===== src/rtl/sram_arbiter_if.sv =====
// sram_arbiter_if
//   Request/response bundle between two SRAM requesters and sram_arbiter.
//   Signals:
//     pX_valid     requester -> arbiter  request pending
//     pX_ready     arbiter -> requester  request accepted this cycle
//     pX_we        requester -> arbiter  1 = write, 0 = read
//     pX_addr      requester -> arbiter  word address
//     pX_wdata     requester -> arbiter  write data
//     pX_mask      requester -> arbiter  byte enables, [1] upper, [0] lower
//     pX_rsp_valid arbiter -> requester  one-cycle completion pulse
//     rsp_rdata    arbiter -> requesters read data, shared by both ports
//   Modports: master (requester side), slave (arbiter side).
interface sram_arbiter_if #(
  parameter int ADDR_W = 18,
  parameter int DATA_W = 16
);
  logic              p0_valid;
  logic              p0_ready;
  logic              p0_we;
  logic [ADDR_W-1:0] p0_addr;
  logic [DATA_W-1:0] p0_wdata;
  logic [1:0]        p0_mask;
  logic              p0_rsp_valid;

  logic              p1_valid;
  logic              p1_ready;
  logic              p1_we;
  logic [ADDR_W-1:0] p1_addr;
  logic [DATA_W-1:0] p1_wdata;
  logic [1:0]        p1_mask;
  logic              p1_rsp_valid;

  logic [DATA_W-1:0] rsp_rdata;

  modport master (
    output p0_valid, p0_we, p0_addr, p0_wdata, p0_mask,
    output p1_valid, p1_we, p1_addr, p1_wdata, p1_mask,
    input  p0_ready, p0_rsp_valid, p1_ready, p1_rsp_valid, rsp_rdata
  );

  modport slave (
    input  p0_valid, p0_we, p0_addr, p0_wdata, p0_mask,
    input  p1_valid, p1_we, p1_addr, p1_wdata, p1_mask,
    output p0_ready, p0_rsp_valid, p1_ready, p1_rsp_valid, rsp_rdata
  );
endinterface


===== src/rtl/sram_arbiter.sv =====
// sram_arbiter
//   Round-robin arbiter and timing sequencer sharing one external 256Kx16
//   asynchronous SRAM between two requesters. Each access holds the strobes
//   for ACCESS_CYCLES cycles, then spends one TURN cycle with strobes high
//   (write data still driven for hold time) while the owner's rsp_valid pulses.
//   Ports:
//     CLK, reset_in      clock, asynchronous active-high reset
//     bus (slave)        two request ports plus shared read data
//     sram_adr           SRAM word address (holds last value when idle)
//     sram_dat_read      data from pads
//     sram_dat_write     data to pads (holds last value when idle)
//     sram_dat_oe        pad output enable
//     sram_*_n           active-low chip/write/output/byte selects
//     busy               high whenever the sequencer is not idle
module sram_arbiter #(
  parameter int ADDR_W        = 18,
  parameter int DATA_W        = 16,
  parameter int ACCESS_CYCLES = 2
) (
  input  logic              CLK,
  input  logic              reset_in,
  sram_arbiter_if.slave     bus,
  output logic [ADDR_W-1:0] sram_adr,
  input  logic [DATA_W-1:0] sram_dat_read,
  output logic [DATA_W-1:0] sram_dat_write,
  output logic              sram_dat_oe,
  output logic              sram_cs_n,
  output logic              sram_we_n,
  output logic              sram_oe_n,
  output logic              sram_ub_n,
  output logic              sram_lb_n,
  output logic              busy
);

  localparam logic [3:0] CNT_LOAD = 4'(ACCESS_CYCLES - 1);

  typedef enum logic [1:0] {
    IDLE   = 2'd0,
    ACCESS = 2'd1,
    TURN   = 2'd2
  } state_t;

  state_t            r_state;
  logic              r_last_grant;
  logic              r_owner;
  logic              r_is_write;
  logic [3:0]        r_count;
  logic              r_rsp0;
  logic              r_rsp1;
  logic [DATA_W-1:0] r_rdata;
  logic [ADDR_W-1:0] r_adr;
  logic [DATA_W-1:0] r_dat_write;
  logic              r_dat_oe;
  logic              r_cs_n;
  logic              r_we_n;
  logic              r_oe_n;
  logic              r_ub_n;
  logic              r_lb_n;

  logic              w_grant0;
  logic              w_grant1;
  logic              w_req;
  logic              w_sel;
  logic              w_we;
  logic [ADDR_W-1:0] w_addr;
  logic [DATA_W-1:0] w_wdata;
  logic [1:0]        w_mask;

  // On a tie the port that did not win last time gets the grant, so the two
  // grants are mutually exclusive by construction.
  always_comb begin
    w_grant0 = bus.p0_valid && (!bus.p1_valid || r_last_grant);
    w_grant1 = bus.p1_valid && (!bus.p0_valid || !r_last_grant);
    w_req    = (r_state == IDLE) && (w_grant0 || w_grant1);
    w_sel    = w_grant1;
    w_we     = w_sel ? bus.p1_we    : bus.p0_we;
    w_addr   = w_sel ? bus.p1_addr  : bus.p0_addr;
    w_wdata  = w_sel ? bus.p1_wdata : bus.p0_wdata;
    w_mask   = w_sel ? bus.p1_mask  : bus.p0_mask;
  end

  assign bus.p0_ready     = (r_state == IDLE) && w_grant0;
  assign bus.p1_ready     = (r_state == IDLE) && w_grant1;
  assign bus.p0_rsp_valid = r_rsp0;
  assign bus.p1_rsp_valid = r_rsp1;
  assign bus.rsp_rdata    = r_rdata;

  assign sram_adr       = r_adr;
  assign sram_dat_write = r_dat_write;
  assign sram_dat_oe    = r_dat_oe;
  assign sram_cs_n      = r_cs_n;
  assign sram_we_n      = r_we_n;
  assign sram_oe_n      = r_oe_n;
  assign sram_ub_n      = r_ub_n;
  assign sram_lb_n      = r_lb_n;
  assign busy           = (r_state != IDLE);

  always_ff @(posedge CLK or posedge reset_in) begin
    if (reset_in) begin
      r_state      <= IDLE;
      r_last_grant <= 1'b1;
      r_owner      <= 1'b0;
      r_is_write   <= 1'b0;
      r_count      <= 4'd0;
      r_rsp0       <= 1'b0;
      r_rsp1       <= 1'b0;
      r_rdata      <= '0;
      r_adr        <= '0;
      r_dat_write  <= '0;
      r_dat_oe     <= 1'b0;
      r_cs_n       <= 1'b1;
      r_we_n       <= 1'b1;
      r_oe_n       <= 1'b1;
      r_ub_n       <= 1'b1;
      r_lb_n       <= 1'b1;
    end else begin
      case (r_state)
        IDLE: begin
          if (w_req) begin
            r_adr        <= w_addr;
            r_dat_write  <= w_wdata;
            r_cs_n       <= 1'b0;
            r_ub_n       <= ~w_mask[1];
            r_lb_n       <= ~w_mask[0];
            r_we_n       <= ~w_we;
            r_oe_n       <= w_we;
            r_dat_oe     <= w_we;
            r_is_write   <= w_we;
            r_count      <= CNT_LOAD;
            r_last_grant <= w_sel;
            r_owner      <= w_sel;
            r_state      <= ACCESS;
          end
        end
        ACCESS: begin
          if (r_count == 4'd0) begin
            // Sample the pads on the last strobe edge, before OE rises.
            if (!r_is_write) begin
              r_rdata <= sram_dat_read;
            end
            r_cs_n  <= 1'b1;
            r_we_n  <= 1'b1;
            r_oe_n  <= 1'b1;
            r_ub_n  <= 1'b1;
            r_lb_n  <= 1'b1;
            r_rsp0  <= ~r_owner;
            r_rsp1  <= r_owner;
            r_state <= TURN;
          end else begin
            r_count <= r_count - 4'd1;
          end
        end
        TURN: begin
          // Pads stay driven through this cycle for write hold time.
          r_dat_oe <= 1'b0;
          r_rsp0   <= 1'b0;
          r_rsp1   <= 1'b0;
          r_state  <= IDLE;
        end
        default: begin
          r_state <= IDLE;
        end
      endcase
    end
  end

endmodule


===== src/flat_wrapper.sv =====
// flat-port wrapper written by rule: the top's interface ports become plain ports
module sram_arbiter_flat 
#(
  parameter int ADDR_W        = 18,
  parameter int DATA_W        = 16,
  parameter int ACCESS_CYCLES = 2
)
  (CLK, reset_in, sram_adr, sram_dat_read, sram_dat_write, sram_dat_oe, sram_cs_n, sram_we_n, sram_oe_n, sram_ub_n, sram_lb_n, busy, bus_p0_valid, bus_p0_we, bus_p0_addr, bus_p0_wdata, bus_p0_mask, bus_p1_valid, bus_p1_we, bus_p1_addr, bus_p1_wdata, bus_p1_mask, bus_p0_ready, bus_p0_rsp_valid, bus_p1_ready, bus_p1_rsp_valid, bus_rsp_rdata);
  sram_arbiter_if #(.ADDR_W(ADDR_W), .DATA_W(DATA_W)) bus_i ();
  input  logic CLK;
  input  logic reset_in;
  output logic [ADDR_W-1:0] sram_adr;
  input  logic [DATA_W-1:0] sram_dat_read;
  output logic [DATA_W-1:0] sram_dat_write;
  output logic sram_dat_oe;
  output logic sram_cs_n;
  output logic sram_we_n;
  output logic sram_oe_n;
  output logic sram_ub_n;
  output logic sram_lb_n;
  output logic busy;
  input wire logic [$bits(bus_i.p0_valid)-1:0] bus_p0_valid;
  input wire logic [$bits(bus_i.p0_we)-1:0] bus_p0_we;
  input wire logic [$bits(bus_i.p0_addr)-1:0] bus_p0_addr;
  input wire logic [$bits(bus_i.p0_wdata)-1:0] bus_p0_wdata;
  input wire logic [$bits(bus_i.p0_mask)-1:0] bus_p0_mask;
  input wire logic [$bits(bus_i.p1_valid)-1:0] bus_p1_valid;
  input wire logic [$bits(bus_i.p1_we)-1:0] bus_p1_we;
  input wire logic [$bits(bus_i.p1_addr)-1:0] bus_p1_addr;
  input wire logic [$bits(bus_i.p1_wdata)-1:0] bus_p1_wdata;
  input wire logic [$bits(bus_i.p1_mask)-1:0] bus_p1_mask;
  output wire logic [$bits(bus_i.p0_ready)-1:0] bus_p0_ready;
  output wire logic [$bits(bus_i.p0_rsp_valid)-1:0] bus_p0_rsp_valid;
  output wire logic [$bits(bus_i.p1_ready)-1:0] bus_p1_ready;
  output wire logic [$bits(bus_i.p1_rsp_valid)-1:0] bus_p1_rsp_valid;
  output wire logic [$bits(bus_i.rsp_rdata)-1:0] bus_rsp_rdata;
  assign bus_i.p0_valid = bus_p0_valid;
  assign bus_i.p0_we = bus_p0_we;
  assign bus_i.p0_addr = bus_p0_addr;
  assign bus_i.p0_wdata = bus_p0_wdata;
  assign bus_i.p0_mask = bus_p0_mask;
  assign bus_i.p1_valid = bus_p1_valid;
  assign bus_i.p1_we = bus_p1_we;
  assign bus_i.p1_addr = bus_p1_addr;
  assign bus_i.p1_wdata = bus_p1_wdata;
  assign bus_i.p1_mask = bus_p1_mask;
  assign bus_p0_ready = bus_i.p0_ready;
  assign bus_p0_rsp_valid = bus_i.p0_rsp_valid;
  assign bus_p1_ready = bus_i.p1_ready;
  assign bus_p1_rsp_valid = bus_i.p1_rsp_valid;
  assign bus_rsp_rdata = bus_i.rsp_rdata;
  sram_arbiter #(.ADDR_W(ADDR_W), .DATA_W(DATA_W), .ACCESS_CYCLES(ACCESS_CYCLES)) u_core (.CLK(CLK), .reset_in(reset_in), .bus(bus_i), .sram_adr(sram_adr), .sram_dat_read(sram_dat_read), .sram_dat_write(sram_dat_write), .sram_dat_oe(sram_dat_oe), .sram_cs_n(sram_cs_n), .sram_we_n(sram_we_n), .sram_oe_n(sram_oe_n), .sram_ub_n(sram_ub_n), .sram_lb_n(sram_lb_n), .busy(busy));
endmodule

===== config.mk =====
export PLATFORM = sky130hd
export DESIGN_NAME = sram_arbiter_flat
export DESIGN_NICKNAME = d
export VERILOG_FILES = /design/src/rtl/sram_arbiter_if.sv /design/src/rtl/sram_arbiter.sv /design/src/flat_wrapper.sv
export SDC_FILE = /design/constraint.sdc
export NUM_CORES = 1
export LEC_CHECK = 0
export CAP_MARGIN = 5
export CORE_ASPECT_RATIO = 1.25
export CORE_MARGIN = 10
export CORE_UTILIZATION = 43
export CTS_CLUSTER_SIZE = 28
export DETAILED_ROUTE_END_ITERATION = 10
export GPL_TIMING_DRIVEN = 0
export PLACE_DENSITY = 0.86
export SYNTH_ARGS = -nofsm -noshare
export SYNTH_HDL_FRONTEND = slang
export SYNTH_SLANG_ARGS = --single-unit

===== constraint.sdc =====
create_clock -name CLK -period 3.8 [get_ports CLK]
set_input_delay 0.38 -clock CLK [delete_from_list [all_inputs] [get_ports CLK]]
set_output_delay 0.38 -clock CLK [all_outputs]
set_load 0.05 [all_outputs]

==> summary.md, run 1 <==
| Metric | Value |
|---|---|
| Outcome | `completed` |
| Post-route insts no fill | `just over 500` |
| CP Launch Type | `input pin` |
| Cells after synthesis | `254` |
| Register area | `1684 sq um` |
| Vias in the first global route | `2757` |
| Ant. Diodes | `0` |
| Share of cells above drive strength 1 | `11.08%` |
| CORE AREA | `6648 sq um` |
| Max stage delay on crit path | `0.81 ns` |
| Synthesized area | `2963 sq um` |
| Number of enable flip-flop cells after synthesis | `0` |
| Final Skew | `0.01077 ns` |
| Starting DRT DRC Count | `69` |
| Via density per instance | `5.025` |
| Yosys top cell area share | `51.52%` |
| Top-count cell post-synth | `dfrtp_1` |
| Synthesized area per cell | `11.66 sq um` |
| Slew headroom | `41.25%` |
| Root Buffer | `clkbuf_8` |
| Clock slew at reported path FFs | `0.07 ns` |
| DP HPWL | `7600 um` |
| Design Power | `4.524 mW` |
| Final slew viol count | `0` |
| Htree depth | `3` |
| Worst vdd ir | `526.7 uV` |
| Register bit count reported by yosys | `67` |
| Final Net Count | `516` |
| Min-Delay Path Class | `reg2reg` |
| Tightest Pin Transition | `0.8799 ns` |
| Synth top area cells | `dfrtp_1, mux2i_1, o21ai_0` |
| DR pass1 iterations | `4` |
| Die W | `94.25 um` |
| Register-to-register setup slack | `around 1.7 ns` |
| Initial antenna violation count | `0` |
| Die height | `112.8 um` |
| Hold_buf cts | `0` |
| FMAX | `350.6 MHz` |
| Inserted Clock Buffers | `9` |
| Area taken by multi-input logic gates | `1184 sq um` |
| Required time of the critical path | `3.42 ns` |
| IO Pins | `155` |
| Syn_nets | `350` |
| Setup crit end kind | `primary output` |
| Slowest-stage cell, CP | `clkdlybuf4s50_1` |
| GR Overflow Total | `0` |
| Worst path bufs/invs | `3` |
| Worst skew pair latency | `roughly 0.34 ns` |
| PortBufs | `roughly 150` |
| Critical Path Fanout Max | `10` |
| Row Count | `33` |
| Power per cell area | `around 940 nW/um^2` |
| Final Cycle Share | `75.06%` |
| DRC Markers | `0` |
| Post-CTS Resized | `0` |
| Clock buffer depth | `2` |
| Setup tns final | `0 ns` |
| P_leak | `2.101 nW` |
| Distinct cells, synth | `29` |
| Fill cell count | `490` |
| Synth warn | `0` |
| Final GP Congestion | `0.7555` |
| Hold Fails Final Rpt | `0` |
| Most common cell on crit path | `clkdlybuf4s50_1` |
| Antenna Nets Post-Route | `0` |
| Die ar. | `10630 sq um` |
| # setup viols final | `0` |
| Async S/R FF share, synth | `100.0%` |
| Max-cap violations | `0` |
| Setup CP Type | `in2out` |
| Starting Density | `44.57%` |
| Post-synth top area cell | `dfrtp_1` |
| Via count | `roughly 2600` |
| Routed len/inst | `about 18 um` |
| RSZ-0062 raised after global routing | `false` |
| First-pass GRT wire length | `14700 um` |
| Main synth FF type | `dfrtp_1` |
| DP Cell Count | `496` |
| CP delay by family, top | `buffers and inverters` |
| Largest net degree at the start of global routing | `42` |
| Min cycle time layout | `between 2 and 3 ns` |
| CTS tree | `built` |
| Syn-to-layout area delta | `61.78%` |
| Sink Count | `67` |
| Worst EP arrival | `2.47 ns` |
| Commonest cells in the netlist | `dfrtp_1, nand2_1, mux2i_1, o21ai_0, mux2_4` |
| Total setup buffers inserted after CTS | `0` |
| Total GRT Usage | `17.66%` |
| Critical Path, Cell by Cell | `clkdlybuf4s50_1 -> a21boi_0 -> buf_2 -> and2_1 -> clkdlybuf4s50_1` |
| Sequential share of the synthesized area | `56.84%` |
| Detailed-route wire length | `9379 um` |
[flip-flops by register name, summed over array words and instances (netlist names), 2 cells and up]
signal and cells:
u_core.sram_adr 18, u_core.bus.rsp_rdata 16, u_core.sram_dat_write 16, u_core.r_count 4, u_core.r_state 2
[through the flow]
step / hold slack (ns) / instance area [sq um] / setup WS, ns / util, %
floorplan: 0.4490 / 2963 / 1.747 / -
global placement: 0.4612 / 4613 / 0.6168 / 69.40
detailed placement: 0.4696 / 4633 / 0.9378 / 69.70
CTS: 0.4854 / 4793 / 0.9223 / 72.11
global route: 0.4998 / 4793 / 0.7383 / 72.11
finish: 0.4791 / 4793 / 0.9476 / 72.11
[path summary, 6_finish.rpt]
check | from | to | cells after the start
max in group asynchronous | reset_in | u_core.sram_adr[5] | 3
min in group asynchronous | reset_in | u_core.bus.rsp_rdata[13] | 2
hold reg to reg | u_core.sram_dat_write[6] | u_core.sram_dat_write[6] | 2
setup / recovery | bus_p1_valid | bus_p1_ready | 5
setup reg to reg | u_core.r_count[0] | u_core.bus.rsp_rdata[9] | 7
hold / removal | u_core.sram_dat_write[6] | u_core.sram_dat_write[6] | 2
[cells in the final DEF (no fill, tap or decap), drive strengths merged]
cell	instances
mux2	19
a21o	2
mux2i	38
nor3	3
inv	5
a21oi	5
dfrtp	61
a21boi	1
o31a	1
ha	2
and2	1
dfstp	6
nand2	41
a31oi	1
nand3	1
nand2b	4
nor2	4
or3b	1
clkinv	3
buf	7
or3	1
clkbuf	20
o21a	2
o2bb2ai	1
nor3b	1
clkdlybuf4s50	154
o21ai	39
[tightest hold or removal path, cell delays in order (launching register included)]
cell     delay (ns)
dfrtp_1        0.34
nand2_1        0.04
o21ai_0        0.06
[final cells by class]
type                    count  share of cell area, %
clock inverters             3                 0.3132
inverters                   5                 0.3915
clock buffers              12                  3.028
flip-flops and latches     67                  35.13
multi-input cells         168                  24.69
plain buffers              14                  1.592
well taps                  87                  2.271
repair buffers            155                  32.58
[routing by layer]
layer,share of wire [%],up-vias,global-route usage (%)
met1,37,1270,19.51
met5,0,-,0
met2,56,89,31.51
li1,-,1203,-
met3,6.5,6,3.770
met4,0.84,0,7.310
[report_power, final]
| part | internal [mW] | total, mW | switching (mW) | leakage, nW |
|---|---|---|---|---|
| clock network | 0.248 | 0.503 | 0.255 | 0.0860 |
| registers | 1.09 | 1.27 | 0.186 | 0.802 |
| logic | 0.976 | 2.75 | 1.77 | 1.21 |
[logic make-up (layout without fill, tap and decap cells)]
logic type      Yosys count  in the layout  synth area share [%]
simple gates             57             57                 8.277
buf+inv                  19            189                 3.209
compound gates           52             52                 9.501
mux                      57             57                 21.33
flops                    67             67                 56.84
fa+ha+maj                 2              2                0.8445
Note: power is estimated with default switching activity, not from simulation.
==> run 2, diff against run 1 <==
--- a/config.mk
+++ b/config.mk
@@ -8,11 +8,11 @@
 export CAP_MARGIN = 5
 export CORE_ASPECT_RATIO = 1.25
 export CORE_MARGIN = 10
-export CORE_UTILIZATION = 43
+export CORE_UTILIZATION = 36
 export CTS_CLUSTER_SIZE = 28
 export DETAILED_ROUTE_END_ITERATION = 10
 export GPL_TIMING_DRIVEN = 0
-export PLACE_DENSITY = 0.86
+export PLACE_DENSITY = 0.77
 export SYNTH_ARGS = -nofsm -noshare
 export SYNTH_HDL_FRONTEND = slang
 export SYNTH_SLANG_ARGS = --single-unit
==> constraint.sdc (replaced) <==
create_clock -name CLK -period 2.3 [get_ports CLK]
set_input_delay 0.23 -clock CLK [delete_from_list [all_inputs] [get_ports CLK]]
set_output_delay 0.23 -clock CLK [all_outputs]
set_load 0.05 [all_outputs]
==> run 2 against run 1 <==
Register-to-register slack lost 1.5 ns. Largest cell class unchanged. Count of clock-buffer cells in the layout shrank 2. Global-route usage shrank 2.7 points. Worst hold slack lost 0.079 ns. Design area grew 0.57%. Clock power grew 96%. Sequential cell count is the same. Power grew 68%. Critical path depth grew 2. Combinational power grew 64%. Wire length grew 0.49%. Critical endpoint is now u_core.bus.rsp_rdata[12].
==> summary.md, run 2 (synthesized netlist as in run 1, its figures left out) <==
| Metric | Value |
|---|---|
| Outcome | `completed` |
| Reg-to-Reg End | `u_core.bus.rsp_rdata[12]` |
| Placed inst area | `roughly 4600 sq um` |
| DP HPWL | `7566 um` |
| Detailed-route wire length | `approximately 9400 um` |
| Largest net degree at the start of global routing | `68` |
| Setup slack at placement | `-0.2936 ns` |
| Final Skew | `between 0.01 and 0.015 ns` |
| Critical Path, Cell by Cell | `inv_1 -> ha_1 -> or3b_4 -> or3_1 -> buf_6 -> buf_8 -> mux2_4` |
| Die height | `121.4 um` |
| Min cycle time layout | `2.123 ns` |
| Total setup buffers inserted after CTS | `0` |
| # setup viols final | `0` |
| Power per cell area | `roughly 1600 nW/um^2` |
| FMAX | `470.9 MHz` |
| Inserted Clock Buffers | `9` |
| Sw power | `3.690 mW` |
| Starting DRT DRC Count | `56` |
| IO Pins | `155` |
| Hold_buf cts | `0` |
| Final slew viol count | `0` |
| Worst vdd ir | `875.3 uV` |
| Clock buffer depth | `2` |
| RSZ-0062 raised after global routing | `false` |
| Area taken by multi-input logic gates | `1184 sq um` |
| Final Net Count | `around 520` |
| First-pass GRT wire length | `14360 um` |
| GR Overflow Total | `0` |
| CTS tree | `built` |
| DRC Markers | `0` |
| Final Cycle Share | `92.32%` |
| Setup crit end kind | `flop` |
| Commonest non-fill, non-tap cell in the layout | `clkdlybuf4s50_1` |
| Syn-to-layout area delta | `62.71%` |
| Share of cells above drive strength 1 | `11.79%` |
| Max-cap violations | `0` |
| Final GP Congestion | `0.7114` |
| Worst EP arrival | `about 2.3 ns` |
| Vias in the first global route | `2726` |
| Min-Delay Path Class | `in2async` |
| Hold Fails Final Rpt | `0` |
| Antenna Nets Post-Route | `0` |
| Tightest Pin Transition | `around 0.8 ns` |
| Max stage delay on crit path | `between 0.3 and 0.4 ns` |
| Total GRT Usage | `~15%` |
| Switching Share | `between 40 and 50%` |
| Final Worst Setup Slack | `around 0.18 ns` |
| Setup tns final | `0 ns` |
| CP Launch Type | `flop` |
| Register area | `1684 sq um` |
| Via count | `2496` |
| FF-to-FF path depth | `7` |
| Fill cell count | `between 600 and 700` |
| Htree depth | `3` |
| Design Area, Final | `a little under 5000 sq um` |
| CP delay by family, top | `simple AND/OR/NAND/NOR gates` |
| Worst path bufs/invs | `3` |
| Routed len/inst | `18.16 um` |
| DR pass1 iterations | `4` |
| Row Count | `36` |
| Clock power frac | `a little over an eighth` |
| Setup CP Type | `reg2reg` |
| Worst reg2reg startpoint | `u_core.r_count[0]` |
| Design Power | `7.619 mW` |
| Die W | `101.1 um` |
| Critical Path Fanout Max | `10` |
| Slowest-stage cell, CP | `or3b_4` |
| Final core occ | `60.81%` |
| Sink Count | `67` |
| Comb power frac | `59.3%` |
| Required time of the critical path | `2.51 ns` |
| Die ar. | `12280 sq um` |
| P_leak | `about 2.1 nW` |
| Ant. Diodes | `0` |
| Root Buffer | `clkbuf_8` |
| Commonest non-fill, non-tap cells in the layout | `clkdlybuf4s50_1, dfrtp_1, nand2_1` |
| Pint | `3.928 mW` |
| Slew headroom | `46.34%` |
| Starting Density | `37.37%` |
| Worst skew pair latency | `0.34 ns` |
| PortBufs | `between 150 and 200` |
| Register-to-register setup slack | `0.18 ns` |
| CORE AREA | `7928 sq um` |
| Via density per instance | `4.809` |
| Initial antenna violation count | `0` |
| Clock slew at reported path FFs | `0.08 ns` |
| Max reg flops | `18` |
| Sequential power share | `27.8%` |
[run 2: per-layer routing]
metal / vias up / track usage (%) / part of all wire, %
met5: - / 0 / 0
met4: 0 / 5.934 / 1.4
met3: 10 / 3.875 / 6.0
met2: 72 / 27.86 / 57
met1: 1209 / 15.17 / 36
li1: 1205 / - / -
[run 2: repair_timing]
action	CTS	global route
gates resized for setup	3	1
endpoints found under the setup margin	2	1
cloned	0	0
[run 2: worst reg2reg max path, cell delays in order, from the launching register on]
cell and delay (ns):
dfrtp_1 0.38, inv_1 0.10, ha_1 0.15, or3b_4 0.39, or3_1 0.38, buf_6 0.16
buf_8 0.15, mux2_4 0.29
[run 2: power groups by stage]
stage               clock network, mW  registers, mW  logic, mW
floorplan                           0           3.85       1.21
global placement                    0           2.09       4.50
detailed placement                  0           2.13       4.58
CTS                              1.01           2.12       4.59
global route                     1.05           2.19       4.78
finish                          0.988           2.11       4.52
[run 2: through the flow]
| step | cells | hold slack [ns] |
|---|---|---|
| floorplan | 254 | 0.3000 |
| global route | 519 | 0.4774 |
| global placement | 503 | 0.4626 |
| detailed placement | 503 | 0.4692 |
| finish | 519 | 0.3998 |
| CTS | 519 | 0.4354 |
[run 2: worst max path at each step]
stage	cells past startpoint	startpoint	slack [ns]	endpoint
detailed placement	5	bus_p1_valid	-0.29	bus_p1_ready
global route	4	u_core.r_state[1]	0.01	bus_p0_ready
CTS	5	bus_p1_valid	0.0006	bus_p1_ready
floorplan	7	u_core.r_count[0]	0.30	u_core.bus.rsp_rdata[0]
finish	7	u_core.r_count[0]	0.18	u_core.bus.rsp_rdata[12]
global placement	2	reset_in	-0.77	u_core.sram_dat_write[3]
[run 2: area by class of cell]
cell class / instances / share of cell area (%)
sequential: 67 / 34.93
timing repair buffer: 154 / 31.85
multi-input combinational: 168 / 24.55
clock buffer: 10 / 2.855
tap: 95 / 2.466
buffer: 14 / 1.583
clock inverter: 6 / 1.324
inverter: 5 / 0.4412
